<file path="src/rtl/sudoku_draw_cell_pkg.sv">
// screen: shared screen geometry, pixel position type, colour codes and draw FSM states
package screen;
  typedef struct packed {
    logic [9:0] x;
    logic [8:0] y;
  } position;
  typedef enum logic [1:0] {IDLE, DRAW, DONE} state_t;
  localparam logic [2:0] COLOR_BG = 3'd0;
  localparam logic [2:0] COLOR_DIGIT = 3'd1;
  localparam logic [2:0] COLOR_BORDER = 3'd2;
  localparam int SCREEN_W = 640;
  localparam int SCREEN_H = 480;
  localparam int CELL_SIZE = 48;
  localparam int GRID_X0 = 104;
  localparam int GRID_Y0 = 24;
  localparam logic [5:0] LAST = 6'(CELL_SIZE - 1);
endpackage

</file>
<file path="src/rtl/sudoku_draw_cell_digit_font_rom.sv">
// digit_font_rom: 8x8 glyphs for digits 1..9, top row in the high byte, bit 0 is the leftmost column
module digit_font_rom (
  input  logic [3:0] digit,
  input  logic [2:0] glyph_row,
  output logic [7:0] row_bits
);
  logic [63:0] glyph;
  always_comb begin
    case (digit)
      4'd1: glyph = 64'h0C0E0C0C0C0C3F00;
      4'd2: glyph = 64'h1E33301C06333F00;
      4'd3: glyph = 64'h1E33301C30331E00;
      4'd4: glyph = 64'h383C36337F307800;
      4'd5: glyph = 64'h3F031F3030331E00;
      4'd6: glyph = 64'h1C06031F33331E00;
      4'd7: glyph = 64'h3F3330180C0C0C00;
      4'd8: glyph = 64'h1E33331E33331E00;
      4'd9: glyph = 64'h1E33333E30180E00;
      default: glyph = '0;
    endcase
    row_bits = glyph[{~glyph_row, 3'b000} +: 8];
  end
endmodule

</file>
<file path="src/rtl/sudoku_draw_cell.sv">
// sudoku_draw_cell: rasterises one board cell (border plus 4x-scaled digit glyph), one pixel per clock
module sudoku_draw_cell import screen::*; (
  input  logic       clk,
  input  logic       reset,
  input  logic       start_write,
  input  logic [3:0] cell_row,
  input  logic [3:0] cell_col,
  input  logic [3:0] cell_data,
  output logic       working,
  output position    absolute_position,
  output logic [2:0] color_code
);
  state_t state, state_n;
  logic [5:0] px, py;
  logic [3:0] row, col, data;
  logic [7:0] row_bits;
  logic [2:0] glyph_col, colour;
  logic [9:0] nx;
  logic [8:0] ny;
  logic accept, last, border, window;
  digit_font_rom rom (.digit(data), .glyph_row(py[4:2] - 3'd2), .row_bits(row_bits));
  always_comb begin
    accept = start_write && cell_row <= 4'd8 && cell_col <= 4'd8;
    last = px == LAST && py == LAST;
    state_n = state == IDLE ? (accept ? DRAW : IDLE) :
              state == DRAW ? (last ? DONE : DRAW) :
              (start_write ? DONE : IDLE);
  end
  always_ff @(posedge clk) state <= reset ? IDLE : state_n;
  // 48*n computed as (n<<5)+(n<<4); glyph offsets use mod-8 arithmetic on px/py>>2
  always_comb begin
    nx = 10'(GRID_X0) + {1'b0, col, 5'b0} + {2'b0, col, 4'b0} + {4'b0, px};
    ny = 9'(GRID_Y0) + {row, 5'b0} + {1'b0, row, 4'b0} + {3'b0, py};
    border = px == 6'd0 || py == 6'd0 || px == LAST || py == LAST;
    window = px >= 6'd8 && px <= 6'd39 && py >= 6'd8 && py <= 6'd39;
    glyph_col = px[4:2] - 3'd2;
    colour = border ? COLOR_BORDER : (window && row_bits[glyph_col]) ? COLOR_DIGIT : COLOR_BG;
  end
  always_ff @(posedge clk) begin
    if (reset) begin
      working <= 1'b0;
      absolute_position <= '0;
      color_code <= COLOR_BG;
      px <= '0;
      py <= '0;
      row <= '0;
      col <= '0;
      data <= '0;
    end else begin
      working <= state == DRAW;
      if (state == IDLE && accept) begin
        row <= cell_row;
        col <= cell_col;
        data <= cell_data;
        px <= '0;
        py <= '0;
      end
      if (state == DRAW) begin
        absolute_position <= '{x: nx, y: ny};
        color_code <= colour;
        px <= px == LAST ? 6'd0 : px + 6'd1;
        py <= px == LAST ? py + 6'd1 : py;
      end
    end
  end
endmodule

</file>
<file path="config.mk">
export PLATFORM = sky130hd
export DESIGN_NAME = sudoku_draw_cell
export DESIGN_NICKNAME = d
export VERILOG_FILES = /design/src/rtl/sudoku_draw_cell_pkg.sv /design/src/rtl/sudoku_draw_cell_digit_font_rom.sv /design/src/rtl/sudoku_draw_cell.sv
export SDC_FILE = /design/constraint.sdc
export NUM_CORES = 1
export LEC_CHECK = 0
export ABC_AREA = 0
export CAP_MARGIN = 30
export CORE_MARGIN = 2
export CORE_UTILIZATION = 62
export DETAILED_ROUTE_END_ITERATION = 7
export GPL_ROUTABILITY_DRIVEN = 0
export GPL_TIMING_DRIVEN = 1
export PLACE_DENSITY = 0.85
export SLEW_MARGIN = 20
export SYNTH_ARGS = -nofsm -noshare
export SYNTH_HDL_FRONTEND = slang
export SYNTH_SLANG_ARGS = --single-unit
</file>
<file path="constraint.sdc">
create_clock -name clk -period 4.92 [get_ports clk]
set_input_delay 0.738 -clock clk [delete_from_list [all_inputs] [get_ports clk]]
set_output_delay 0.738 -clock clk [all_outputs]
set_load 0.01 [all_outputs]
</file>
After elaboration in Yosys (flattened, before gate mapping)
Memories as Yosys holds them, arrays and structs flattened. A register that Yosys moved wholly into a read port is not among the register bits.
Index checks and enable logic that the tools add are counted.
{"block": "classes", "reduce_logical": 16, "order_cmp": 7, "n_eq_ne": 4, "shifts": 1, "muxes": 16, "n_addsub": 10, "bitwise_logic": 1}
{"cell": "64-bit by 7-bit indexed part select with 8-bit output", "count": 1}
{"cell": "6-bit 2-to-1 mux", "count": 5}
{"cell": "6-bit by 1-bit adder with 6-bit output, second input constant", "count": 2}
{"cell": "6-bit == test, second input constant", "count": 2}
{"cell": "6-bit by 4-bit >= comparator with 1-bit output, second input constant", "count": 2}
{"cell": "6-bit less-or-equal comparator, second input constant", "count": 2}
{"cell": "6-bit zero test", "count": 2}
{"cell": "10-bit by 6-bit adder with 10-bit output", "count": 1}
{"cell": "10-bit by 8-bit adder with 10-bit output", "count": 1}
{"cell": "7-bit by 9-bit adder with 10-bit output, first input constant", "count": 1}
{"cell": "2-bit 2-to-1 mux", "count": 5}
{"cell": "5-bit by 9-bit adder with 9-bit output, first input constant", "count": 1}
{"cell": "9-bit by 6-bit adder with 9-bit output", "count": 1}
{"cell": "9-bit by 8-bit adder with 9-bit output", "count": 1}
{"cell": "4-bit less-or-equal comparator, second input constant", "count": 2}
{"cell": "1-bit logical AND", "count": 8}
{"cell": "4-bit 2-to-1 mux", "count": 2}
{"cell": "3-bit by 2-bit subtractor with 3-bit output, second input constant", "count": 2}
{"cell": "3-bit by 4-bit less-than comparator with 1-bit output, second input constant", "count": 1}
{"cell": "1-bit binary-select mux with 3-bit select", "count": 1}
{"cell": "1-bit logical OR", "count": 3}
{"cell": "1-bit 2-to-1 mux", "count": 3}
{"cell": "3-bit inverter", "count": 1}
{"cell": "2-bit by 1-bit == test with 1-bit output, second input constant", "count": 1}
{"cell": "other kinds (4)", "count": 4}
{"block": "totals", "in_bits": 15, "output_inout_bits": 23, "elab_cells": 66, "register_bits": 49, "mem_bits_ro": 704, "memories": 1}
{"name": "(no name shown)", "words": 16, "width": 44, "read_ports": 1, "rd_ports_with_merged_regs": 1, "write_ports": 0, "line": "sudoku_draw_cell_digit_font_rom.sv:9", "text": "case (digit)"}

Longest topological paths before layout
{"block": "depth", "depth_word": 8, "depth_mapped": 12, "depth_no_buf": 12}

Cells and area by module
A second synthesis with hierarchy kept.
{"block": "unflattened", "hier_cells": 443, "hier_area_um2": 3534.6}
{"module": "sudoku_draw_cell", "area_each_um2": 2686.3, "n_inst": 1, "cells_each": 314}
{"module": "digit_font_rom", "area_each_um2": 848.3, "n_inst": 1, "cells_each": 129}

Least setup slack after synthesis
No wires, ideal clock.
{"block": "synth_path", "path_kind": "input-to-reg", "from": "input cell_col[0]", "to": "register rom.glyph[9] (netlist name)", "setup_time_ps": 67, "setup_slack_ps": 2276, "stages": 9, "arrival_time_ps": 2577, "path_buffers": 0, "t_required_ps": 4853, "path_cell_list": "o31ai_2 > nand3_2 > mux2i_1 > nor2_1 > inv_1 > ha_1 > inv_1 > mux2_4 > o21ai_2"}
{"block": "synth_via", "elab_chain_cells": 5}
{"element": "from (decl)", "line": "sudoku_draw_cell.sv:7", "text": "input logic [3:0] cell_col,"}
{"element": "4-bit less-or-equal comparator", "line": "sudoku_draw_cell.sv:23", "text": "accept = start_write && cell_row <= 4'd8 && cell_col <= 4'd8;"}
{"element": "1-bit logical AND", "line": "sudoku_draw_cell.sv:23"}
{"element": "1-bit logical AND", "line": "sudoku_draw_cell.sv:51", "text": "if (state == IDLE && accept) begin"}
{"element": "4-bit 2-to-1 mux (no line) (2 in a row)"}
No other way between the ends.
A chain may end at the register's enable or synchronous reset.

Worst setup path after layout
{"block": "layout_path", "from": "input start_write", "to": "register rom.glyph[9] (netlist name)"}
{"block": "layout_via", "elab_chain_cells": 5}
{"element": "from (decl)", "line": "sudoku_draw_cell.sv:5", "text": "input logic start_write,"}
{"element": "1-bit logical AND (2 in a row)", "line": "sudoku_draw_cell.sv:23"}
{"element": "1-bit logical AND", "line": "sudoku_draw_cell.sv:51"}
{"element": "4-bit 2-to-1 mux (no line) (2 in a row)"}
No other way between the ends.

==> results by group <==
Finish
  – Final net count: 558
  – Layout cells sized above 1: between 8 and 9%
  – Ant. Diodes: 0
  – P&R area growth vs syn: 14.4%

CTS
  – PostCTS Resize Cnt: 0
  – Num CTS Buffers: 9
  – Clk slew on worst S/H paths: 0.08 ns
  – Clk Tree Root Cell: clkbuf_8
  – Post-CTS setup buffer count: 0
  – Clock insertion delay at the later pin of the skew report: about 0.35 ns
  – Clk sinks: between 80 and 90
  – Clock buffer depth: 2
  – CTS tree: done
  – Htree depth: 3
  – Hold-fix buffer count after cts: 0

Pwr
  – Pleak: 1.94 nW
  – Power per cell area: 305 mW/mm²
  – Total power: approximately 1.5 mW
  – Worst IR Drop VDD: 0.000189 V

Logic synthesis
  – Post-synth top area share: 38.8%
  – Syn nets: roughly 530
  – Ranking of synthesized cells by area: dfxtp_1, ha_1, a21oi_1, nand2_1, mux2i_1
  – Yosys top cell by area: dfxtp_1
  – Synth Cell Area: 0.00423 mm²
  – Netlist cell types: 56
  – Seq cells post-synth: just over 80
  – FFs w/ async S/R, synth: 0%
  – Mapped Cells: 482
  – Number of synthesized flops with an enable pin: 0
  – Ys Warns: 0
  – Sequential fraction of the synthesis area: roughly two fifths
  – Synth Area per Inst: between 8 and 9 µm²
  – Most used flip-flop cell after synthesis: dfxtp_1

Die
  – Full die area: roughly 0.0075 mm²
  – Core ar.: 0.00668 mm²
  – DIE WIDTH: 86.6 µm
  – Chip height: 86.6 µm
  – FP Rows: 30
  – Initial Util: approximately 63%
  – IO Count: 38

Global route
  – Initial antenna violation count: 0
  – Global-route wire length before repair: ~16000 µm
  – Number of global-route vias before repair: between 3000 and 4000
  – GRT overflow: 0
  – Gr usage total: 26.5%
  – Largest net degree at the start of global routing: 57

Setup path
  – Levels on crit path: 10
  – R2r worst-path depth: 9
  – CP required: about 5.2 ns
  – Critical path class: input pin to flop
  – Top cell by count, worst path: inv_1
  – Setup crit start: start_write
  – Crit path capture type: flop
  – Crit path largest cell delay: around 0.47 ns
  – Reg2Reg Launch Point: state[1]$_SDFF_PP0_
  – Peak fanout along the critical path: 16
  – Crit path max-delay cell type: clkdlybuf4s50_1
  – Worst R2R End: rom.glyph[9]$_DFF_P_
  – CP cell instances: clkdlybuf4s50_1, nor3b_1, nand3_2, mux2i_1, nor2_1, inv_1, ha_1, inv_1, mux2_4, o21ai_2
  – Crit path arrival time: 3.59 ns
  – Crit path max-delay family: simple AND/OR/NAND/NOR gates
  – Startpoint Class: input pin
  – Critical Path Sink: rom.glyph[9]$_DFF_P_
  – Buffers & Inverters on Critical Path: 3
  – Reg2Reg Setup Slack: 2.12 ns

STA
  – Worst Clk Skew: around 0.0057 ns
  – Slew HR: 52.4%
  – F_max: slightly above 0.3 GHz
  – Unrepaired setup endpoints after global routing: no
  – Final Setup Violations: 0
  – Crit share post-route: about two thirds
  – Worst-Margin Slew: 0.708 ns
  – Final hold vios: 0
  – Max-slew violations: 0
  – Final Critical Period: roughly 3.3 ns
  – Setup TNS: 0 ns

Place
  – Dpl hpwl: 6450 µm
  – I/O Buffers: 36

Route
  – Average wire per standard cell: 15.4 µm
  – Vias after detailed routing: 3475
  – Post-route ant nets: 0
  – DR pass1 iterations: 5
  – DRT iter0 DRCs: around 230
  – Average vias per placed instance: between 5 and 6
  – # DRC: 0
  – WL final: between 9000 and 10000 µm

Worst hold path
  – Min-delay worst type: flop to flop

Status
  – Status: finished, final reports clean

Run
  – Maxcap violations: 0
==> synth_stat cells, drive strengths merged, types with 5 or more instances <==
| cell | n |
|---|---|
| nor2 | 34 |
| a211oi | 9 |
| nor2b | 10 |
| ha | 32 |
| buf | 13 |
| mux2i | 19 |
| xnor2 | 8 |
| dfxtp | 82 |
| nor3 | 17 |
| a21o | 5 |
| nand3 | 11 |
| nand2 | 59 |
| a21oi | 45 |
| nand2b | 8 |
| inv | 34 |
| nor4 | 5 |
| clkbuf | 15 |
| o21ai | 29 |
| mux2 | 5 |
==> sequential cells by signal, summed over array words and instances (netlist names) <==
signal             count
absolute_position     19
col                    4
color_code             2
data                   4
px                     6
py                     6
rom.glyph             34
row                    4
state                  2
working                1
==> worst min-delay path: stages, from the launching register on <==
cell     delay, ns
dfxtp_1       0.31
nand2_1       0.05
a21oi_1       0.05
==> worst min path at each step <==
| stage | start | end | slack [ns] | depth (start not counted) |
|---|---|---|---|---|
| floorplan | row[3]$_SDFFE_PP0N_ | row[3]$_SDFFE_PP0N_ | 0.44 | 2 |
| global placement | absolute_position[16]$_SDFFE_PP0P_ | absolute_position[16]$_SDFFE_PP0P_ | 0.44 | 2 |
| detailed placement | absolute_position[17]$_SDFFE_PP0P_ | absolute_position[17]$_SDFFE_PP0P_ | 0.45 | 2 |
| CTS | absolute_position[4]$_SDFFE_PP0P_ | absolute_position[4]$_SDFFE_PP0P_ | 0.46 | 2 |
| global route | absolute_position[2]$_SDFFE_PP0P_ | absolute_position[2]$_SDFFE_PP0P_ | 0.48 | 2 |
| finish | absolute_position[4]$_SDFFE_PP0P_ | absolute_position[4]$_SDFFE_PP0P_ | 0.46 | 2 |
==> cell usage in the layout (no fill, tap or decap), drive strengths merged, types with 2 or more instances in the layout <==
master         count
dfxtp             82
nand2             59
a21oi             45
clkdlybuf4s50     35
nor2              34
inv               34
ha                32
o21ai             29
mux2i             19
nor3              17
nand3             11
nor2b             10
clkbuf            10
a211oi             9
nand2b             8
xnor2              8
buf                7
a21o               5
nor4               5
mux2               5
mux4               4
fa                 4
and3               3
xor2               3
o2111a             3
bufinv             3
o31ai              3
a31oi              2
nand3b             2
a22oi              2
clkinv             2
==> power breakdown <==
group	internal, mW	total [mW]	switching [mW]
logic	0.0783	0.178	0.0992
clock network	0.339	0.582	0.243
registers	0.701	0.719	0.0180
==> layer usage <==
layer	part of all wire, %	routed length [µm]	track usage [%]
met3	4.9	449	5.24
met2	52	4710	46.0
met1	42	3860	32.8
met4	1.2	112	8.95
met5	0	0	0
==> cell families after synthesis <==
| logic type | after synthesis | synth area share (%) |
|---|---|---|
| AND/OR/NAND/NOR | 154 | 16.9 |
| multiplexers | 28 | 8.60 |
| other | 1 | 0.0886 |
| buffers and inverters | 62 | 6.27 |
| AO/OA/AOI/OAI | 108 | 15.7 |
| flip-flops | 82 | 38.8 |
| adder cells (fa/ha/maj) | 36 | 11.4 |
| XOR/XNOR | 11 | 2.28 |
==> metrics by stage <==
stage	worst slack, ns	area [µm²]	util [%]	cells	hold slack [ns]
2_1_floorplan	2.28	4230	-	482	0.440
4_1_cts	1.61	4840	72.5	592	0.458
5_1_grt	1.32	4840	72.5	592	0.482
6_report	1.61	4840	72.5	592	0.456
3_5_place_dp	1.27	4600	68.8	576	0.446
3_3_place_gp	1.36	4600	68.8	576	0.440
==> final cells by class <==
class / count / area, µm²
multi-input combinational: 338 / 2330
fill: 504 / 1840
sequential: 82 / 1640
timing repair buffer: 42 / 400
inverter: 34 / 130
clock buffer: 10 / 128
clock inverter: 6 / 115
tap: 80 / 100
Note: power is estimated with default switching activity, not from simulation.
